===== config.mk =====
export PLATFORM = sky130hd
export DESIGN_NAME = exec_sequencer
export DESIGN_NICKNAME = d
export VERILOG_FILES = /design/src/rtl/exec_sequencer.sv
export SDC_FILE = /design/constraint.sdc
export NUM_CORES = 1
export LEC_CHECK = 0
export CORE_ASPECT_RATIO = 1.75
export CORE_UTILIZATION = 35
export DETAILED_ROUTE_END_ITERATION = 7
export REMOVE_ABC_BUFFERS = 1
export SKIP_LAST_GASP = 1
export SYNTH_ARGS = -nofsm -noshare
export SYNTH_HDL_FRONTEND = slang
export SYNTH_SLANG_ARGS = --single-unit

===== constraint.sdc =====
create_clock -name clk -period 13.25 [get_ports clk]
set_input_delay 1.325 -clock clk [delete_from_list [all_inputs] [get_ports clk]]
set_output_delay 1.325 -clock clk [all_outputs]
set_load 0.005 [all_outputs]

===== src/rtl/exec_sequencer.sv =====
// Multi-cycle bytecode instruction sequencer: fetch, decode, inline-argument
// collection, operand pops, execution hand-off, result push and branch resolution.
module exec_sequencer #(
  parameter int PC_WIDTH = 16
) (
  input  logic                clk,
  input  logic                rst,
  input  logic                start,
  output logic [PC_WIDTH-1:0] progaddr,
  input  logic [7:0]          progdata,
  output logic [7:0]          opcode,
  input  logic [1:0]          argc,
  input  logic [1:0]          stackargs,
  input  logic                stackwb,
  input  logic                isgoto,
  input  logic                iscmp,
  output logic [15:0]         args,
  output logic [31:0]         op0,
  output logic [31:0]         op1,
  output logic [31:0]         op2,
  output logic                pop,
  input  logic [31:0]         popdata,
  output logic                execstart,
  input  logic                execdone,
  input  logic [31:0]         execresult,
  input  logic                branchtaken,
  output logic                push,
  output logic [31:0]         pushdata,
  output logic                running,
  output logic                halted
);

  // state  | meaning
  // IDLE   | waiting for start after reset
  // FETCH  | opcode address on progaddr
  // DECODE | opcode byte arrives, decoder fields latched
  // ARG    | collecting inline argument bytes
  // POP    | popping operands into op0..op2
  // EXEC   | execution units running
  // WB     | pushing latched result
  // NEXT   | pc update (sequential or branch)
  // HALT   | return executed, pc held
  typedef enum logic [3:0] {
    S_IDLE, S_FETCH, S_DECODE, S_ARG, S_POP, S_EXEC, S_WB, S_NEXT, S_HALT
  } state_t;

  state_t              state_q, state_d;
  logic [PC_WIDTH-1:0] pc_q;
  logic [7:0]          opcode_q;
  logic [1:0]          argc_q;
  logic [1:0]          stackargs_q;
  logic                stackwb_q;
  logic                isgoto_q;
  logic                iscmp_q;
  logic                taken_q;
  logic [1:0]          argcnt_q;
  logic [1:0]          popcnt_q;
  logic                exec_busy_q;
  logic                is_return;
  logic [PC_WIDTH-1:0] offset;

  assign is_return = progdata inside {8'hac, 8'hb0, 8'hb1};

  // Branch offset is a signed 16-bit quantity fitted to the pc width.
  generate
    if (PC_WIDTH > 16) begin : g_sext
      assign offset = {{(PC_WIDTH-16){args[15]}}, args};
    end else begin : g_trunc
      assign offset = args[PC_WIDTH-1:0];
    end
  endgenerate

  always_ff @(posedge clk or posedge rst) begin
    if (rst) state_q <= S_IDLE;
    else     state_q <= state_d;
  end

  always_comb begin
    state_d   = state_q;
    progaddr  = pc_q;
    pop       = 1'b0;
    push      = 1'b0;
    execstart = 1'b0;
    case (state_q)
      S_IDLE, S_HALT: begin
        if (start) state_d = S_FETCH;
      end
      S_FETCH: state_d = S_DECODE;
      S_DECODE: begin
        progaddr = pc_q + PC_WIDTH'(1);
        if (is_return)            state_d = S_HALT;
        else if (argc != 2'd0)      state_d = S_ARG;
        else if (stackargs != 2'd0) state_d = S_POP;
        else                        state_d = S_EXEC;
      end
      S_ARG: begin
        progaddr = pc_q + PC_WIDTH'(2) + PC_WIDTH'(argcnt_q);
        if (argcnt_q + 2'd1 == argc_q)
          state_d = (stackargs_q != 2'd0) ? S_POP : S_EXEC;
      end
      S_POP: begin
        pop = 1'b1;
        if (popcnt_q + 2'd1 == stackargs_q) state_d = S_EXEC;
      end
      S_EXEC: begin
        execstart = !exec_busy_q;
        if (execdone) state_d = stackwb_q ? S_WB : S_NEXT;
      end
      S_WB: begin
        push    = 1'b1;
        state_d = S_NEXT;
      end
      S_NEXT:  state_d = S_FETCH;
      default: state_d = S_IDLE;
    endcase
  end

  always_ff @(posedge clk or posedge rst) begin
    if (rst) begin
      pc_q        <= '0;
      opcode_q    <= 8'h00;
      argc_q      <= 2'd0;
      stackargs_q <= 2'd0;
      stackwb_q   <= 1'b0;
      isgoto_q    <= 1'b0;
      iscmp_q     <= 1'b0;
      taken_q     <= 1'b0;
      argcnt_q    <= 2'd0;
      popcnt_q    <= 2'd0;
      exec_busy_q <= 1'b0;
      args        <= 16'h0000;
      op0         <= 32'h0;
      op1         <= 32'h0;
      op2         <= 32'h0;
      pushdata    <= 32'h0;
    end else begin
      case (state_q)
        S_IDLE, S_HALT: begin
          if (start) pc_q <= '0;
        end
        S_DECODE: begin
          opcode_q    <= progdata;
          argc_q      <= argc;
          stackargs_q <= stackargs;
          stackwb_q   <= stackwb;
          isgoto_q    <= isgoto;
          iscmp_q     <= iscmp;
          args        <= 16'h0000;
          argcnt_q    <= 2'd0;
          popcnt_q    <= 2'd0;
        end
        S_ARG: begin
          args     <= {args[7:0], progdata};
          argcnt_q <= argcnt_q + 2'd1;
        end
        S_POP: begin
          case (popcnt_q)
            2'd0:    op0 <= popdata;
            2'd1:    op1 <= popdata;
            2'd2:    op2 <= popdata;
            default: ;
          endcase
          popcnt_q <= popcnt_q + 2'd1;
        end
        S_EXEC: begin
          // exec_busy_q keeps execstart to a single pulse while stalled
          if (execdone) begin
            pushdata    <= execresult;
            taken_q     <= branchtaken;
            exec_busy_q <= 1'b0;
          end else begin
            exec_busy_q <= 1'b1;
          end
        end
        S_NEXT: begin
          if (isgoto_q || (iscmp_q && taken_q))
            pc_q <= pc_q + offset;
          else
            pc_q <= pc_q + PC_WIDTH'(1) + PC_WIDTH'(argc_q);
        end
        default: ;
      endcase
    end
  end

  assign opcode  = (state_q == S_DECODE) ? progdata : opcode_q;
  assign running = (state_q != S_IDLE) && (state_q != S_HALT);
  assign halted  = (state_q == S_HALT);

endmodule


==> results of run 1 <==
[layer usage]
metal / vias to the layer above / GRT usage / share of wire
met5: - / 0 / 0
met4: 0 / 0.0817 / 0.029
met3: 45 / 0.0681 / 0.064
met2: 226 / 0.408 / 0.56
met1: 3628 / 0.204 / 0.34
li1: 3349 / - / -
[area by class of cell]
type | count | share of cell area
Timing Repair Buffer | 265 | 0.206
Tap cell | 320 | 0.0314
Sequential cell | 185 | 0.363
Clock buffer | 20 | 0.0366
Clock inverter | 12 | 0.0128
Multi-Input combinational cell | 564 | 0.342
Inverter | 23 | 0.00736
[state kept, by name, summed over array words and instances (netlist names), 2 cells and up]
name and cells:
argcnt_q 2, state_q 4, popcnt_q 2, argc_q 2, op2 32, op0 32
op1 32, args 16, opcode_q 8, stackargs_q 2, pc_q 16, pushdata 32
[where the power goes]
| group | switching (mW) | internal (mW) | total [mW] |
|---|---|---|---|
| clock | 0.234 | 0.315 | 0.549 |
| sequential | 0.224 | 0.841 | 1.07 |
| combinational | 0.611 | 0.863 | 1.47 |
[metrics by stage]
step	utilization	instances
6_report	0.491	1389
2_1_floorplan	-	772
3_5_place_dp	0.467	1357
4_1_cts	0.491	1389
3_3_place_gp	0.467	1357
5_1_grt	0.491	1389
[synthesized netlist by cell type (all sizes together), types with 2 or more instances]
cell type  number
dfrtp         185
mux2          144
nand2          81
nor2           44
a21oi          34
nand3          31
o21ai          31
xnor2          27
buf            25
ha             25
inv            23
clkbuf         18
nor3           18
xor2           18
nand2b          7
nor2b           7
nor3b           7
a22oi           6
nand4           6
a211oi          5
and3            5
nor4            5
o211ai          5
a21o            4
mux2i           4
o221ai          4
or2             4
fa              3
nand3b          3
o2111ai         3
o21bai          3
o22ai           3
a221oi          2
a41oi           2
and2            2
nand4b          2
[cell families after synthesis]
group,count (synthesis),synth area share
and+or+nand+nor,228,0.124
DFF,185,0.500
muxes,148,0.179
AOI/OAI and AO/OA,114,0.0826
buffers and inverters,66,0.0296
xor gates and xnor gates,45,0.0434
adders and majority gates,29,0.0414
[worst paths after layout]
| kind | end | cells after the start | start | slack, ns |
|---|---|---|---|---|
| setup / recovery | progaddr[14] | 8 | pc_q[0]$_DFFE_PP0P_ | 8.25 |
| hold / removal | op0[18]$_DFFE_PP0P_ | 1 | op0[18]$_DFFE_PP0P_ | 0.49 |
| setup reg to reg | pc_q[12]$_DFFE_PP0P_ | 9 | pc_q[0]$_DFFE_PP0P_ | 10.16 |
| hold reg to reg | op0[18]$_DFFE_PP0P_ | 1 | op0[18]$_DFFE_PP0P_ | 0.49 |
| max in group asynchronous | op1[18]$_DFFE_PP0P_ | 3 | rst | 10.39 |
| min in group asynchronous | opcode_q[1]$_DFF_PP0_ | 2 | rst | 1.45 |
==> impl_metrics.sql, run 1 <==
INSERT INTO impl_metrics (metric_group, metric, value, unit) VALUES
('setup_path', 'worst_setup_path_start_kind', 'flop', ''),
('power_and_ir_drop', 'max_vdd_drop', '0.000160', 'V'),
('floorplan', 'dieHeight', '217', 'um'),
('place', 'port_buffers', '256', ''),
('logic_synthesis', 'synth_sequential_area_ratio', '0.500', ''),
('floorplan', 'row_count', '78', ''),
('finish', 'layout.cell_area.non_filler', '12700', 'um^2'),
('grt', 'grt_pass1_wl', '43100', 'um'),
('drt', 'number_of_remaining_drc_errors', '20', ''),
('setup_path', 'timing.critical_path.cells', 'ha_1 > nand3_1 > or2_1 > nor3_1 > xor2_1 > o22ai_1 > a21oi_1 > clkdlybuf4s50_1', ''),
('logic_synthesis', 'ys_dominant_reg_cell', 'dfrtp_1', ''),
('clocking', 'insertion_delay', '0.45', 'ns'),
('setup_path', 'cp_slowest_cell', 'dfrtp_1', ''),
('setup_path', 'worst_path_dominant_cell_family', 'simple AND/OR/NAND/NOR gates', ''),
('drt', 'total_wirelength', '27800', 'um'),
('status', 'outcome', 'finished, violations left', ''),
('logic_synthesis', 'async_flop_share', '1.00', ''),
('floorplan', 'placeableCoreArea', '26000', 'um^2'),
('drt', 'routed_length_per_placed_instance', '20.0', 'um'),
('grt', 'global_route.usage.total', '0.211', ''),
('drt', 'drt-vias-per-instance', '5.22', ''),
('place', 'dpl-instance-area', '12100', 'um^2'),
('grt', 'grt_start_max_net_pins', '121', ''),
('finish', 'diodes', '0', ''),
('clocking', 'postCtsHoldBufs', '0', ''),
('drt', 'num_vias', '7248', ''),
('timing', 'worstMarginPinSlew', '0.888', 'ns'),
('logic_synthesis', 'netlist_area_before_placement', '9260', 'um^2'),
('setup_path', 'end_kind', 'output pin', ''),
('grt', 'antenna_violations_before_repair', '0', ''),
('job', 'max_cap_violations', '0', ''),
('logic_synthesis', 'synth_cell_type_count', '70', ''),
('timing', 'worst_slew_margin_rel', '0.408', ''),
('floorplan', 'area_of_the_die', '27100', 'um^2'),
('drt', 'drtPass1Iterations', '7', ''),
('timing', 'holdWs', '0.488', 'ns'),
('timing', 'worst_clock_skew', '0.00930', 'ns'),
('clocking', 'cts_root_buffer', 'clkbuf_16', ''),
('power_and_ir_drop', 'power.total', '3.09', 'mW'),
('setup_path', 'crit_type', 'flop to output pin', ''),
('logic_synthesis', 'yosysTopAreaCell', 'dfrtp_1', ''),
('timing', 'setup_repair_after_global_routing_missed_its_margin', 'false', ''),
('timing', 'timing.final.crit_period', '5.00', 'ns'),
('finish', 'seq_area', '4630', 'um^2'),
('logic_synthesis', 'synth_largest_type_area_fraction', '0.500', ''),
('floorplan', 'die-width', '125', 'um'),
('power_and_ir_drop', 'power_density', '242', 'nW/um^2'),
('timing', 'fmax', '200', 'MHz'),
('floorplan', 'initial_utilization', '0.357', ''),
('logic_synthesis', 'synthesis_warning_total', '0', ''),
('clocking', 'cts_tree', 'yes', ''),
('drt', 'drtAntennaViolNets', '0', ''),
('clocking', 'cts_inserted_buffers', '17', ''),
('finish', 'design.final.nets', '1168', ''),
('timing', 'finalWorstSetupSlack', '8.25', 'ns'),
('logic_synthesis', 'synth_enable_flop_cells', '0', ''),
('clocking', 'cts_max_path_buffers', '2', ''),
('status', 'violations_in_the_final_reports', 'design-rule violations', ''),
('setup_path', 'crit_path_max_incr_delay', '0.60', 'ns'),
('grt', 'number_of_global_route_vias_before_repair', '7529', ''),
('finish', 'drive_above_1_share', '0.181', ''),
('clocking', 'cts_resized', '0', ''),
('timing', 'min_period_over_period', '0.378', ''),
('clocking', 'htree_levels', '4', ''),
('timing', 'totalNegativeSetupSlack', '0', 'ns'),
('timing', 'final_hold_viol_count', '0', ''),
('finish', 'nFillCells', '2385', ''),
('place', 'replace_congestion', '0.892', ''),
('timing', 'finalMaxSlewViolations', '0', ''),
('clocking', 'clock_sinks', '185', ''),
('finish', 'mostFrequentLayoutCell', 'clkdlybuf4s50_1', '');
No activity file was read; power rests on OpenSTA's default activity.
==> run 2: changes to the inputs <==
Clock period 13.25 ns to 4.9 ns, I/O delays scaled along.
==> run 2 against run 1 <==
  * The flow still finishes with violations (design-rule violations)
  * Sequential power rose to 2.7 times the previous value
  * Non-clock buffer count down 1
  * Global-route usage down 0.16 points
  * Clock skew fell by 0.0011 ns
  * Worst setup slack worse by 7.5 ns
  * Cell area fell by 0.26%
  * Clock power rose to 2.6 times the previous value
  * Hold slack better by 0.0037 ns
  * Critical path depth increased by 4
  * Sequential share of layout area is 0.093 points higher
  * Final cell count unchanged
  * Critical endpoint is now progaddr[15]
  * Largest power group unchanged
==> impl_metrics.sql, run 2 (synthesized netlist as in run 1, its figures left out) <==
INSERT INTO impl_metrics (metric_group, metric, value, unit) VALUES
('worst_hold_path', 'min-delay-path-class', 'flop to flop', ''),
('drt', 'drt-vias-per-instance', '5.20', ''),
('status', 'outcome', 'finished, violations left', ''),
('setup_path', 'end_kind', 'output pin', ''),
('clocking', 'cts_tree', 'yes', ''),
('grt', 'grt_start_max_net_pins', '132', ''),
('timing', 'timing.final.crit_period', '4.13', 'ns'),
('finish', 'mostFrequentLayoutCell', 'clkdlybuf4s50_1', ''),
('grt', 'global_route.overflow_total', '0', ''),
('floorplan', 'area_of_the_die', '27100', 'um^2'),
('finish', 'design.final.nets', '1167', ''),
('clocking', 'clk_pin_slew', '0.07', 'ns'),
('floorplan', 'ioPinCount', '257', ''),
('status', 'violations_in_the_final_reports', 'design-rule violations', ''),
('clocking', 'cts_root_buffer', 'clkbuf_16', ''),
('grt', 'grt_pass1_wl', '42700', 'um'),
('job', 'max_cap_violations', '0', ''),
('floorplan', 'row_count', '78', ''),
('floorplan', 'placeableCoreArea', '26000', 'um^2'),
('finish', 'drive_above_1_share', '0.182', ''),
('drt', 'drtPass1Iterations', '7', ''),
('grt', 'global_route.usage.total', '0.209', ''),
('clocking', 'insertion_delay', '0.45', 'ns'),
('clocking', 'cts_inserted_buffers', '17', ''),
('timing', 'worst_slew_margin_rel', '0.360', ''),
('timing', 'final_hold_viol_count', '0', ''),
('setup_path', 'worst_setup_path_start_kind', 'flop', ''),
('power_and_ir_drop', 'max_vdd_drop', '0.000432', 'V'),
('place', 'port_buffers', '256', ''),
('finish', 'mostFrequentLayoutCells', '256 x clkdlybuf4s50_1, 185 x dfrtp_1, 134 x mux2_2', ''),
('clocking', 'htree_levels', '4', ''),
('timing', 'totalNegativeSetupSlack', '0', 'ns'),
('clocking', 'postCtsHoldBufs', '0', ''),
('timing', 'worst_clock_skew', '0.00816', 'ns'),
('finish', 'stdcell_count', '1389', ''),
('clocking', 'cts_resized', '0', ''),
('clocking', 'postCtsSetupRepairBufs', '0', ''),
('drt', 'total_wirelength', '27500', 'um'),
('clocking', 'cts_max_path_buffers', '2', ''),
('floorplan', 'initial_utilization', '0.357', ''),
('clocking', 'clock_sinks', '185', ''),
('power_and_ir_drop', 'power_leakage', '5.26', 'nW'),
('floorplan', 'dieHeight', '217', 'um'),
('timing', 'worstMarginPinSlew', '0.961', 'ns'),
('timing', 'fmax', '242', 'MHz'),
('drt', 'routed_length_per_placed_instance', '19.8', 'um'),
('setup_path', 'ff2ff_setup_slack', '1.79', 'ns'),
('grt', 'number_of_global_route_vias_before_repair', '7510', ''),
('timing', 'setup_viol_count_final', '0', ''),
('drt', 'num_vias', '7221', ''),
('place', 'dpl.hpwl', '20400', 'um'),
('place', 'replace_congestion', '0.879', ''),
('floorplan', 'die-width', '125', 'um'),
('setup_path', 'reg2reg_from', 'pc_q[0]$_DFFE_PP0P_', ''),
('timing', 'finalWorstSetupSlack', '0.773', 'ns'),
('timing', 'holdWs', '0.492', 'ns'),
('drt', 'drtAntennaViolNets', '0', ''),
('place', 'pre_cts_ws', '1.24', 'ns'),
('finish', 'nFillCells', '2394', ''),
('setup_path', 'critPathCapture', 'progaddr[15]', ''),
('drt', 'initialDrtViolationCount', '354', ''),
('setup_path', 'required', '4.41', 'ns'),
('drt', 'number_of_remaining_drc_errors', '20', ''),
('setup_path', 'critical_path.max_fanout', '13', ''),
('setup_path', 'crit_type', 'flop to output pin', ''),
('setup_path', 'end_of_the_worst_register_to_register_path', 'pc_q[12]$_DFFE_PP0P_', ''),
('place', 'post-place-cells', '1356', ''),
('timing', 'setup_repair_after_global_routing_missed_its_margin', 'false', ''),
('setup_path', 'cp-startpoint', 'pc_q[1]$_DFFE_PP0P_', ''),
('setup_path', 'timing.reg2reg.worst_path_depth', '9', ''),
('timing', 'min_period_over_period', '0.842', ''),
('finish', 'syn_to_final_growth', '37.3', '%'),
('timing', 'finalMaxSlewViolations', '0', ''),
('power_and_ir_drop', 'power_density', '651', 'nW/um^2'),
('setup_path', 'critPathArrivalTime', '3.64', 'ns'),
('grt', 'antenna_violations_before_repair', '1', '');
==> run 2: how the worst min path moves through the flow <==
stage	from	to	slack, ns	cells past startpoint
2_1_floorplan	exec_busy_q$_DFFE_PP0P_	exec_busy_q$_DFFE_PP0P_	0.45	1
3_3_place_gp	exec_busy_q$_DFFE_PP0P_	exec_busy_q$_DFFE_PP0P_	0.46	1
3_5_place_dp	exec_busy_q$_DFFE_PP0P_	exec_busy_q$_DFFE_PP0P_	0.47	1
4_1_cts	exec_busy_q$_DFFE_PP0P_	exec_busy_q$_DFFE_PP0P_	0.50	1
5_1_grt	exec_busy_q$_DFFE_PP0P_	exec_busy_q$_DFFE_PP0P_	0.50	1
6_report	exec_busy_q$_DFFE_PP0P_	exec_busy_q$_DFFE_PP0P_	0.49	1
==> run 2: layout make-up <==
cell class                 instances  area (um^2)  share of cell area
timing repair buffer             264         2620               0.206
tap                              320          400              0.0315
clock inverter                    14          159              0.0125
antenna                            1         2.50            0.000197
clock buffer                      18          439              0.0345
inverter                          23         93.8             0.00738
sequential                       185         4630               0.364
multi-input combinational        564         4370               0.344
==> run 2: power breakdown <==
group	switching [mW]	internal, mW	total, mW	leakage [nW]
sequential	0.609	2.27	2.88	2.22
clock	0.669	0.735	1.40	0.286
combinational	1.66	2.33	3.99	2.76
total	2.94	5.33	8.28	5.26
==> run 2: metal layers <==
metal,GRT usage,vias to the layer above,part of all wire
li1,-,3350,-
met1,0.210,3570,0.35
met2,0.385,245,0.54
met3,0.0676,56,0.067
met4,0.104,0,0.037
met5,0,-,0
==> run 2: critical path: stages (launching register included) <==
cell and delay (ns):
dfrtp_1 0.58, inv_1 0.15, ha_1 0.32, inv_1 0.06, ha_1 0.16, inv_1 0.06, fa_1 0.36, nor2_1 0.11
a21oi_1 0.11, or2_1 0.35, nor3_1 0.25, xor2_1 0.17, clkdlybuf4s50_1 0.51
==> run 2: stage by stage <==
| step | instance area [um^2] | power, mW | utilization |
|---|---|---|---|
| final | 12700 | 8.28 | 0.490 |
| after global routing | 12700 | 8.82 | 0.490 |
| after CTS | 12700 | 8.38 | 0.490 |
| after detailed placement | 12100 | 6.92 | 0.467 |
| after global placement | 12100 | 6.88 | 0.467 |
| after floorplan | 9070 | 4.67 | - |
